===== config.mk =====
export PLATFORM = sky130hd
export DESIGN_NAME = ysyx_25060170_ex_mdu
export DESIGN_NICKNAME = d
export VERILOG_FILES = /design/src/rtl/ysyx_25060170_ex_mdu_pkg.sv /design/src/rtl/ysyx_25060170_div_step.sv /design/src/rtl/ysyx_25060170_ex_mdu.sv
export SDC_FILE = /design/constraint.sdc
export NUM_CORES = 1
export LEC_CHECK = 0
export ABC_AREA = 1
export CAP_MARGIN = 20
export CORE_MARGIN = 2
export CORE_UTILIZATION = 40
export CTS_BUF_LIST = sky130_fd_sc_hd__clkbuf_8
export CTS_CLUSTER_SIZE = 8
export DETAILED_ROUTE_END_ITERATION = 8
export DONT_BUFFER_PORTS = 1
export HOLD_SLACK_MARGIN = 0.15
export PLACE_DENSITY = 0.63
export REMOVE_ABC_BUFFERS = 1
export SLEW_MARGIN = 0
export SYNTH_ARGS = -nofsm -noshare
export SYNTH_HDL_FRONTEND = slang
export SYNTH_SLANG_ARGS = --single-unit

===== constraint.sdc =====
create_clock -name clk -period 4.5 [get_ports clk]
set_input_delay 0.225 -clock clk [delete_from_list [all_inputs] [get_ports clk]]
set_output_delay 0.225 -clock clk [all_outputs]
set_load 0.1 [all_outputs]

===== src/rtl/ysyx_25060170_ex_mdu_pkg.sv =====
// Shared constants for the EX-stage multiply/divide unit: FSM states,
// M-extension decode fields and funct3 operation codes.
package ysyx_25060170_ex_mdu_pkg;

  typedef enum logic [1:0] {
    MduIdle = 2'd0,
    MduCalc = 2'd1,
    MduDone = 2'd2
  } mdu_state_e;

  localparam logic [6:0] OpcodeOp     = 7'b0110011;
  localparam logic [6:0] Funct7MulDiv = 7'b0000001;

  localparam logic [2:0] F3Mul    = 3'b000;
  localparam logic [2:0] F3Mulh   = 3'b001;
  localparam logic [2:0] F3Mulhsu = 3'b010;
  localparam logic [2:0] F3Mulhu  = 3'b011;
  localparam logic [2:0] F3Div    = 3'b100;
  localparam logic [2:0] F3Divu   = 3'b101;
  localparam logic [2:0] F3Rem    = 3'b110;
  localparam logic [2:0] F3Remu   = 3'b111;

  // Two's-complement negate when neg is set.
  function automatic logic [31:0] neg_if(input logic neg, input logic [31:0] v);
    return neg ? (~v + 32'd1) : v;
  endfunction

endpackage


===== src/rtl/ysyx_25060170_div_step.sv =====
// One restoring-division step: shift the next dividend bit into the partial
// remainder, subtract the divisor if it fits, and emit the quotient bit.
module ysyx_25060170_div_step (
  input  logic [31:0] rem_in,
  input  logic        dividend_bit,
  input  logic [31:0] divisor,
  output logic [31:0] rem_out,
  output logic        q_bit
);

  logic [32:0] shifted;
  logic [32:0] diff;

  // rem_in < divisor, so the 33-bit shifted value never overflows and a
  // set diff[32] means the trial subtraction went negative.
  always_comb begin
    shifted = {rem_in, dividend_bit};
    diff    = shifted - {1'b0, divisor};
    q_bit   = ~diff[32];
    rem_out = q_bit ? diff[31:0] : shifted[31:0];
  end

endmodule


===== src/rtl/ysyx_25060170_ex_mdu.sv =====
// Iterative RV32M multiply/divide unit for the EX stage. Holds ID/EX via
// mdu_busy while computing and emits a one-cycle mdu_valid with the result.
// Define YSYX_25060170_MUL_FAST_EN to complete multiplies in a single cycle
// with a 33x33 signed multiplier; otherwise multiplies use 32 shift-add steps.
module ysyx_25060170_ex_mdu
  import ysyx_25060170_ex_mdu_pkg::*;
#(
  parameter int unsigned XLEN = 32
) (
  input  logic            clk,
  input  logic            rst,
  input  logic [31:0]     ex_inst,
  input  logic [XLEN-1:0] ex_op1,
  input  logic [XLEN-1:0] ex_op2,
  input  logic [4:0]      ex_rd_addr,
  input  logic            ex_flush,
  output logic            mdu_busy,
  output logic            mdu_valid,
  output logic [XLEN-1:0] mdu_result,
  output logic [4:0]      mdu_rd_addr
);

  mdu_state_e  state_q, state_d;
  logic [4:0]  cnt_q, cnt_d;
  logic [63:0] acc_q, acc_d;        // mul: {partial product, multiplier}; div: {remainder, dividend}
  logic [31:0] opnd_q, opnd_d;      // mul: multiplicand; div: divisor
  logic [2:0]  f3_q, f3_d;
  logic        neg_q, neg_d;
  logic [4:0]  rd_q, rd_d;
  logic [31:0] result_q, result_d;
  logic [4:0]  rd_out_q, rd_out_d;

  logic [2:0]  f3;
  logic        is_mop;
  logic        op1_signed, op2_signed, s1, s2;
  logic [31:0] abs1, abs2;
  logic        div_zero, div_ovf;
  logic [31:0] special_res;
  logic        inst_unused;

  logic [32:0] mul_sum;
  logic [63:0] mul_next, mul_fix;
  logic [31:0] div_rem;
  logic        div_q;
  logic [63:0] div_next;
  logic [31:0] calc_res;

  assign f3          = ex_inst[14:12];
  assign is_mop      = (ex_inst[6:0] == OpcodeOp) && (ex_inst[31:25] == Funct7MulDiv);
  assign inst_unused = ^{ex_inst[24:15], ex_inst[11:7]};

  // Decode operand signedness, magnitudes and the precomputed special cases.
  always_comb begin
    op1_signed = (f3 == F3Mulh) || (f3 == F3Mulhsu) || (f3 == F3Div) || (f3 == F3Rem);
    op2_signed = (f3 == F3Mulh) || (f3 == F3Div) || (f3 == F3Rem);
    s1         = op1_signed & ex_op1[31];
    s2         = op2_signed & ex_op2[31];
    abs1       = neg_if(s1, ex_op1);
    abs2       = neg_if(s2, ex_op2);
    div_zero   = f3[2] && (ex_op2 == 32'd0);
    div_ovf    = ((f3 == F3Div) || (f3 == F3Rem)) &&
                 (ex_op1 == 32'h8000_0000) && (ex_op2 == 32'hFFFF_FFFF);
    if (div_zero) special_res = f3[1] ? ex_op1 : 32'hFFFF_FFFF;
    else          special_res = f3[1] ? 32'd0 : 32'h8000_0000;
  end

`ifdef YSYX_25060170_MUL_FAST_EN
  logic signed [32:0] fm_a, fm_b;
  logic signed [65:0] fm_p;
  logic [31:0]        fast_res;
  logic               fm_unused;

  // Single-cycle multiply; the 33rd bit carries each operand's sign extension.
  always_comb begin
    fm_a     = {s1, ex_op1};
    fm_b     = {s2, ex_op2};
    fm_p     = fm_a * fm_b;
    fast_res = (f3 == F3Mul) ? fm_p[31:0] : fm_p[63:32];
  end
  assign fm_unused = ^fm_p[65:64];
`endif

  ysyx_25060170_div_step u_div_step (
    .rem_in       (acc_q[63:32]),
    .dividend_bit (acc_q[31]),
    .divisor      (opnd_q),
    .rem_out      (div_rem),
    .q_bit        (div_q)
  );

  // One iteration of shift-add multiply or restoring divide, plus the final
  // sign-corrected result taken from the last iteration's output.
  always_comb begin
    mul_sum  = {1'b0, acc_q[63:32]} + (acc_q[0] ? {1'b0, opnd_q} : 33'd0);
    mul_next = {mul_sum, acc_q[31:1]};
    mul_fix  = neg_q ? (~mul_next + 64'd1) : mul_next;
    div_next = {div_rem, acc_q[30:0], div_q};
    if (f3_q[2]) calc_res = neg_if(neg_q, f3_q[1] ? div_rem : div_next[31:0]);
    else         calc_res = (f3_q == F3Mul) ? mul_fix[31:0] : mul_fix[63:32];
  end

  // Next-state logic: accept, iterate, finish; flush always returns to idle.
  always_comb begin
    state_d  = state_q;
    cnt_d    = cnt_q;
    acc_d    = acc_q;
    opnd_d   = opnd_q;
    f3_d     = f3_q;
    neg_d    = neg_q;
    rd_d     = rd_q;
    result_d = result_q;
    rd_out_d = rd_out_q;
    unique case (state_q)
      MduIdle: begin
        if (is_mop && !ex_flush) begin
          f3_d  = f3;
          neg_d = (f3 == F3Rem) ? s1 : (s1 ^ s2);
          rd_d  = ex_rd_addr;
          cnt_d = 5'd0;
          if (div_zero || div_ovf) begin
            state_d  = MduDone;
            result_d = special_res;
            rd_out_d = ex_rd_addr;
          end
`ifdef YSYX_25060170_MUL_FAST_EN
          else if (!f3[2]) begin
            state_d  = MduDone;
            result_d = fast_res;
            rd_out_d = ex_rd_addr;
          end
`endif
          else begin
            state_d = MduCalc;
            acc_d   = {32'd0, f3[2] ? abs1 : abs2};
            opnd_d  = f3[2] ? abs2 : abs1;
          end
        end
      end
      MduCalc: begin
        if (ex_flush) begin
          state_d = MduIdle;
        end else begin
          acc_d = f3_q[2] ? div_next : mul_next;
          cnt_d = cnt_q + 5'd1;
          if (cnt_q == 5'd31) begin
            state_d  = MduDone;
            result_d = calc_res;
            rd_out_d = rd_q;
          end
        end
      end
      MduDone: state_d = MduIdle;
      default: state_d = MduIdle;
    endcase
  end

  // State and datapath registers with synchronous reset.
  always_ff @(posedge clk) begin
    if (rst) begin
      state_q  <= MduIdle;
      cnt_q    <= 5'd0;
      acc_q    <= 64'd0;
      opnd_q   <= 32'd0;
      f3_q     <= 3'd0;
      neg_q    <= 1'b0;
      rd_q     <= 5'd0;
      result_q <= 32'd0;
      rd_out_q <= 5'd0;
    end else begin
      state_q  <= state_d;
      cnt_q    <= cnt_d;
      acc_q    <= acc_d;
      opnd_q   <= opnd_d;
      f3_q     <= f3_d;
      neg_q    <= neg_d;
      rd_q     <= rd_d;
      result_q <= result_d;
      rd_out_q <= rd_out_d;
    end
  end

  // Busy is combinational so ID/EX freezes from the accept cycle onward.
  always_comb begin
    mdu_busy    = ((state_q == MduIdle) && is_mop) || (state_q == MduCalc);
    mdu_valid   = (state_q == MduDone) && !ex_flush;
    mdu_result  = result_q;
    mdu_rd_addr = rd_out_q;
  end

endmodule


Word level (Yosys, flattened, before mapping). Index checks and enable logic that the tools add are counted. Widths: inputs -> output; s select.

Flip-flop bits (word level): 149. Output and inout bits: 39. Word-level logic and storage cells: 106.

$add $sub $neg: 7. Equality and inequality tests: 17. Multiplexer cells: 38. Bitwise gates (word level): 9. Reductions and logical operators: 26.

Operators by type and width (count): $mux 32 (17); $mux 64 (5); $pmux 64 s2 (1); $add 32x1->32 const B (3); $not 32->32 (3); $add 64x1->64 const B (1); $eq 32x32->1 const B (2); $not 64->64 (1); $pmux 32 s2 (1); $add 32x32->33 (1); $sub 33x32->33 (1); $logic_not 32->1 (1); $mux 5 (6); $pmux 5 s2 (2); $ne 2x2->1 const B (5); $logic_or 1x1->1 (8); $mux 2 (4); $eq 7x1->1 const B (1); $eq 7x6->1 const B (1); $logic_and 1x1->1 (7); $eq 3x3->1 const B (2); $reduce_and 3->1 (2); $add 5x1->5 const B (1); $eq 5x5->1 const B (1); other kinds (17) (20).

Longest topological paths before layout.
Depth after elaboration: 10. Depth in mapped cells: 31. Depth with buffers taken out: 30.

By module. From an unflattened synthesis, not the netlist that was laid out.

Cells, all modules: 3428. Area total of the unflattened synthesis: 18890.6 um2.

Modules (own cells, without submodules): ysyx_25060170_ex_mdu (instances 1, cells each 2748, area an instance 15740.1 um2, sequential area each 2982.9 um2); ysyx_25060170_div_step (instances 1, cells each 680, area an instance 3150.5 um2, sequential area each 0.0 um2).

Worst setup path before layout. OpenSTA, ideal clock, no wires.

Kind: in2reg. Start: input ex_inst[28]. End: register result_q[0], in the netlist mdu_result[0]. Arrival time: 4.415 ns. Path slack: -0.049 ns. Stages: 12. Buffers on the path: 2. Cell sequence: nor2_1 nand3b_1 nor4_1 nand3_1 o21ai_0 nand2_1 inv_1 nand3_1 inv_1 clkbuf_1 clkbuf_1 a31oi_1.

Longest elaborated chain between the ends: 5.

RTL lines: start, declared (RTL line ysyx_25060170_ex_mdu.sv:12) `input logic [31:0] ex_inst,`; $eq 7x1->1 (RTL line ysyx_25060170_ex_mdu.sv:49) `assign is_mop = (ex_inst[6:0] == OpcodeOp) && (ex_inst[31:25] == Funct7MulDiv);`; $logic_and 1x1->1 (RTL line ysyx_25060170_ex_mdu.sv:49); $logic_and 1x1->1 (RTL line ysyx_25060170_ex_mdu.sv:115) `if (is_mop && !ex_flush) begin`; $ne 2x2->1 (no source line); $reduce_and 5->1 (no source line); end signal, assigned (RTL line ysyx_25060170_ex_mdu.sv:177) `result_q <= result_d;`; end, declared (RTL line ysyx_25060170_ex_mdu.sv:30) `logic [31:0] result_q, result_d;`.

No other way between the ends. A chain may end at the register's enable or synchronous reset.

Final worst setup path.
Start: register acc_q[31]. End: register result_q[30], in the netlist mdu_result[30].

Longest elaborated chain between the ends: 10.

RTL lines: start, declared (RTL line ysyx_25060170_ex_mdu.sv:25) `logic [63:0] acc_q, acc_d;`; start signal, assigned (RTL line ysyx_25060170_ex_mdu.sv:162) `acc_q <= 64'd0;`; start signal, assigned (RTL line ysyx_25060170_ex_mdu.sv:172) `acc_q <= acc_d;`; $sub 33x32->33 (RTL line ysyx_25060170_div_step.sv:18) `diff = shifted - {1'b0, divisor};`; $mux 32 or $not 1->1 (tied branches) (RTL line ysyx_25060170_div_step.sv:20, ysyx_25060170_div_step.sv:19); $mux 32 (RTL line ysyx_25060170_ex_mdu.sv:98) `if (f3_q[2]) calc_res = neg_if(neg_q, f3_q[1] ? div_rem : div_next[31:0]);`; $not 32->32 (RTL line ysyx_25060170_ex_mdu_pkg.sv:25) `return neg ? (~v + 32'd1) : v;`; $add 32x1->32 (RTL line ysyx_25060170_ex_mdu_pkg.sv:25); $mux 32 (RTL line ysyx_25060170_ex_mdu_pkg.sv:25); $mux 32 * (RTL line ysyx_25060170_ex_mdu.sv:98); $mux 32 * (RTL line ysyx_25060170_ex_mdu.sv:145) `if (cnt_q == 5'd31) begin`; $mux 32 * (RTL line ysyx_25060170_ex_mdu.sv:140) `if (ex_flush) begin`; $pmux 32 s2 * (RTL line ysyx_25060170_ex_mdu.sv:113) `unique case (state_q)`.

Mark *: on every way between the ends. The rest lies on a longest branch, timed or not. The select of a mux whose other input is x is not followed.

==> impl_metrics.env <==
export IMPL_ys_seq_elements=149
export IMPL_whs_ns=0.176
export IMPL_routed_wl_met2_mm=30.8
export IMPL_avgSynthCellArea_um2=5.62
export IMPL_synth_edff_count=0
export IMPL_area_delta_synth_final_pct=9.18
export IMPL_gp_congestion=0.980
export IMPL_slew_headroom_pct=29.2
export IMPL_endpoint_kind="flop"
export IMPL_setup_viol=0
export IMPL_r2r_start="acc_q[31]"
export IMPL_cap_violations=0
export IMPL_fin_nets=3331
export IMPL_vias_per_cell=5.55
export IMPL_core_area_um2=44000
export IMPL_clk_pin_slew_worst_paths_ns=0.12
export IMPL_dp_cells=3656
export IMPL_crit_required_ns=4.91
export IMPL_numClockSinks=149
export IMPL_initial_core_util_pct=40.3
export IMPL_hpwl_mm=54.2
export IMPL_ir_worst_vdd_mv=0.159
export IMPL_row_count=77
export IMPL_hp_class="in -> reg"
export IMPL_leakagePower_nw=9.60
export IMPL_yosys_area_top_type="nand2_1"
export IMPL_syn_inst=3161
export IMPL_grt_use_total_pct=30.2
export IMPL_sw_frac_of_total_pct=33.3
export IMPL_power_frac_comb_pct=11.9
export IMPL_ys_seq_area_share_pct=16.8
export IMPL_grt_pass1_vias=19028
export IMPL_drive_above_1_share_pct=5.68
export IMPL_fin_ws_ns=0.286
export IMPL_clock_fmax_mhz=237
export IMPL_io_buffers=0
export IMPL_via_count=20856
export IMPL_root_buffer="clkbuf_8"
export IMPL_cp_num_buf_inv=2
export IMPL_period_minus_slack_ns=4.21
export IMPL_clock_skew_ns=0.0226
export IMPL_antenna_found_initial=1
export IMPL_chipWidth_um=215
export IMPL_yosysMostFrequentCell="nand2_1"
export IMPL_yosysTopAreaCellShare_pct=17.4
export IMPL_ys_top_cells_by_count="nand2_1, inv_1, nor2_1, a21oi_1, o21ai_0"
export IMPL_preCtsSetupSlack_ns=0.308
export IMPL_wl_per_cell_um=18.9
export IMPL_p_switching_mw=0.931
export IMPL_first_pass_iters=6
export IMPL_synth_area_um2=17800
export IMPL_critPathSlowestCell="fa_1"
export IMPL_fp_dieArea_um2=46100
export IMPL_synth_top_flop_cell="dfxtp_1"
export IMPL_grt_max_degree=69
export IMPL_synth_async_reset_ratio_pct=0
export IMPL_power_density_nw_per_um2=144
export IMPL_hp_start="ex_op2[7]"
export IMPL_cts_made_buffers=17
export IMPL_tightest_slew_ns=1.06
export IMPL_final_hold_viol_count=0
export IMPL_drc=0
export IMPL_slew_viol_final=0
export IMPL_start_kind="flop"
export IMPL_final_cells=3759
export IMPL_drt_wl_total_mm=71.2
export IMPL_p_int_mw=1.86
export IMPL_final_antenna_net_count=0
export IMPL_diodes=0
export IMPL_wl_met1_mm=31.1
export IMPL_drtIter0Drc=2112
export IMPL_crit_family="simple AND/OR/NAND/NOR gates"
export IMPL_dr_wl_met3_mm=6.25
export IMPL_max_clock_path_buffers=2
export IMPL_top_layer_used="met4"
export IMPL_netlist_top_cells_area="nand2_1, dfxtp_1, inv_1"
export IMPL_cts_tree="done"
export IMPL_die_h_um=215
export IMPL_path_class="reg -> reg"
export IMPL_critPathMaxStageDelay_ns=0.42
export IMPL_grt_first_pass_wirelength_mm=109
export IMPL_cp_common_cell="nand2_1"
export IMPL_critPathArrivalTime_ns=4.63
export IMPL_finalCritPeriodShare_pct=93.7
export IMPL_p_clk_share_pct=40.9
export IMPL_worstPathMaxFanout=34
export IMPL_seqPwrFrac_pct=47.2
export IMPL_status="finished clean"
export IMPL_ys_types=57
export IMPL_ios=143
export IMPL_clkLatencyLatePin_ns=0.53
export IMPL_rsz0062_at_grt="no"
export IMPL_h_tree_depth=4
export IMPL_grt_overflow_total=0
export IMPL_startpoint="acc_q[31]"
export IMPL_ys_warn_count=0
==> layer usage <==
metal	track usage, %	vias to the layer above
li1	-	10343
met1	41.2	9479
met2	47.4	908
met3	4.24	126
met4	13.1	0
met5	0	-
==> sequential cells by signal (all words and copies together) (netlist names) <==
signal	flops
acc_q	64
cnt_q	5
f3_q	3
mdu_rd_addr	5
mdu_result	32
neg_q	1
opnd_q	32
rd_q	5
state_q	2
==> per-stage QoR <==
stage               instance area [µm²]  total power, mW  utilization [%]  TNS (ns)
global placement                  18200             1.59             41.4         0
finish                            19400             2.79             44.0         0
global route                      19400             2.87             44.0         0
floorplan                         17200             1.53                -    -88.77
detailed placement                18200             1.59             41.4         0
CTS                               19400             2.78             44.0         0
==> power groups by stage <==
stage | combinational (mW) | clock [mW] | sequential [mW]
finish | 0.333 | 1.14 | 1.32
global route | 0.368 | 1.19 | 1.32
CTS | 0.324 | 1.14 | 1.32
detailed placement | 0.245 | 0 | 1.35
global placement | 0.243 | 0 | 1.35
floorplan | 0.186 | 0 | 1.35
==> cell usage in the layout, fill, tap and decap left out, drive strengths merged, types with 39 or more instances in the layout <==
cell type and count:
a21oi 281, a31oi 45, buf 39, dfxtp 149
dlygate4sd3 69, ha 71, inv 426, nand2 863
nand3 223, nor2 332, nor3 49, o211ai 69
o21ai 286, xor2 97
==> logic make-up after synthesis <==
group / share of synthesized area [%]
buffers and inverters: 11.9
DFF: 16.8
AOI/OAI and AO/OA: 22.8
and+or+nand+nor: 37.2
xor gates and xnor gates: 6.06
adders and majority gates: 5.23
==> area by class of cell <==
type                       instances  area (µm²)
inverter                         414        1550
clock buffer                      17         234
timing repair buffer             108        1020
tap                              592         741
clock inverter                    15         153
fill                            4938       24600
sequential                       149        2990
multi-input combinational       2464       12700
==> final timing paths <==
path / depth (start not counted) / slack (ns) / endpoint
worst max-delay path: 29 / 0.29 / mdu_result[30]
worst min-delay path: 6 / 0.18 / acc_q[7]
worst max register to register: 29 / 0.29 / mdu_result[30]
worst min register to register: 1 / 0.49 / cnt_q[2]
==> worst min-delay path, stage by stage <==
cell and delay, ns:
xor2_1 0.06, nand2_1 0.06, o211ai_1 0.07, o21ai_0 0.06
o21ai_0 0.08, a21oi_1 0.10
==> timing repair <==
item	4_1_cts	5_1_grt
hold endpoints to repair	139	0
setup endpoints to repair	0	6
buffers inserted	0	0
hold buffers	71	0
gates resized for setup	0	2
Power figures use the tool's default switching activity.
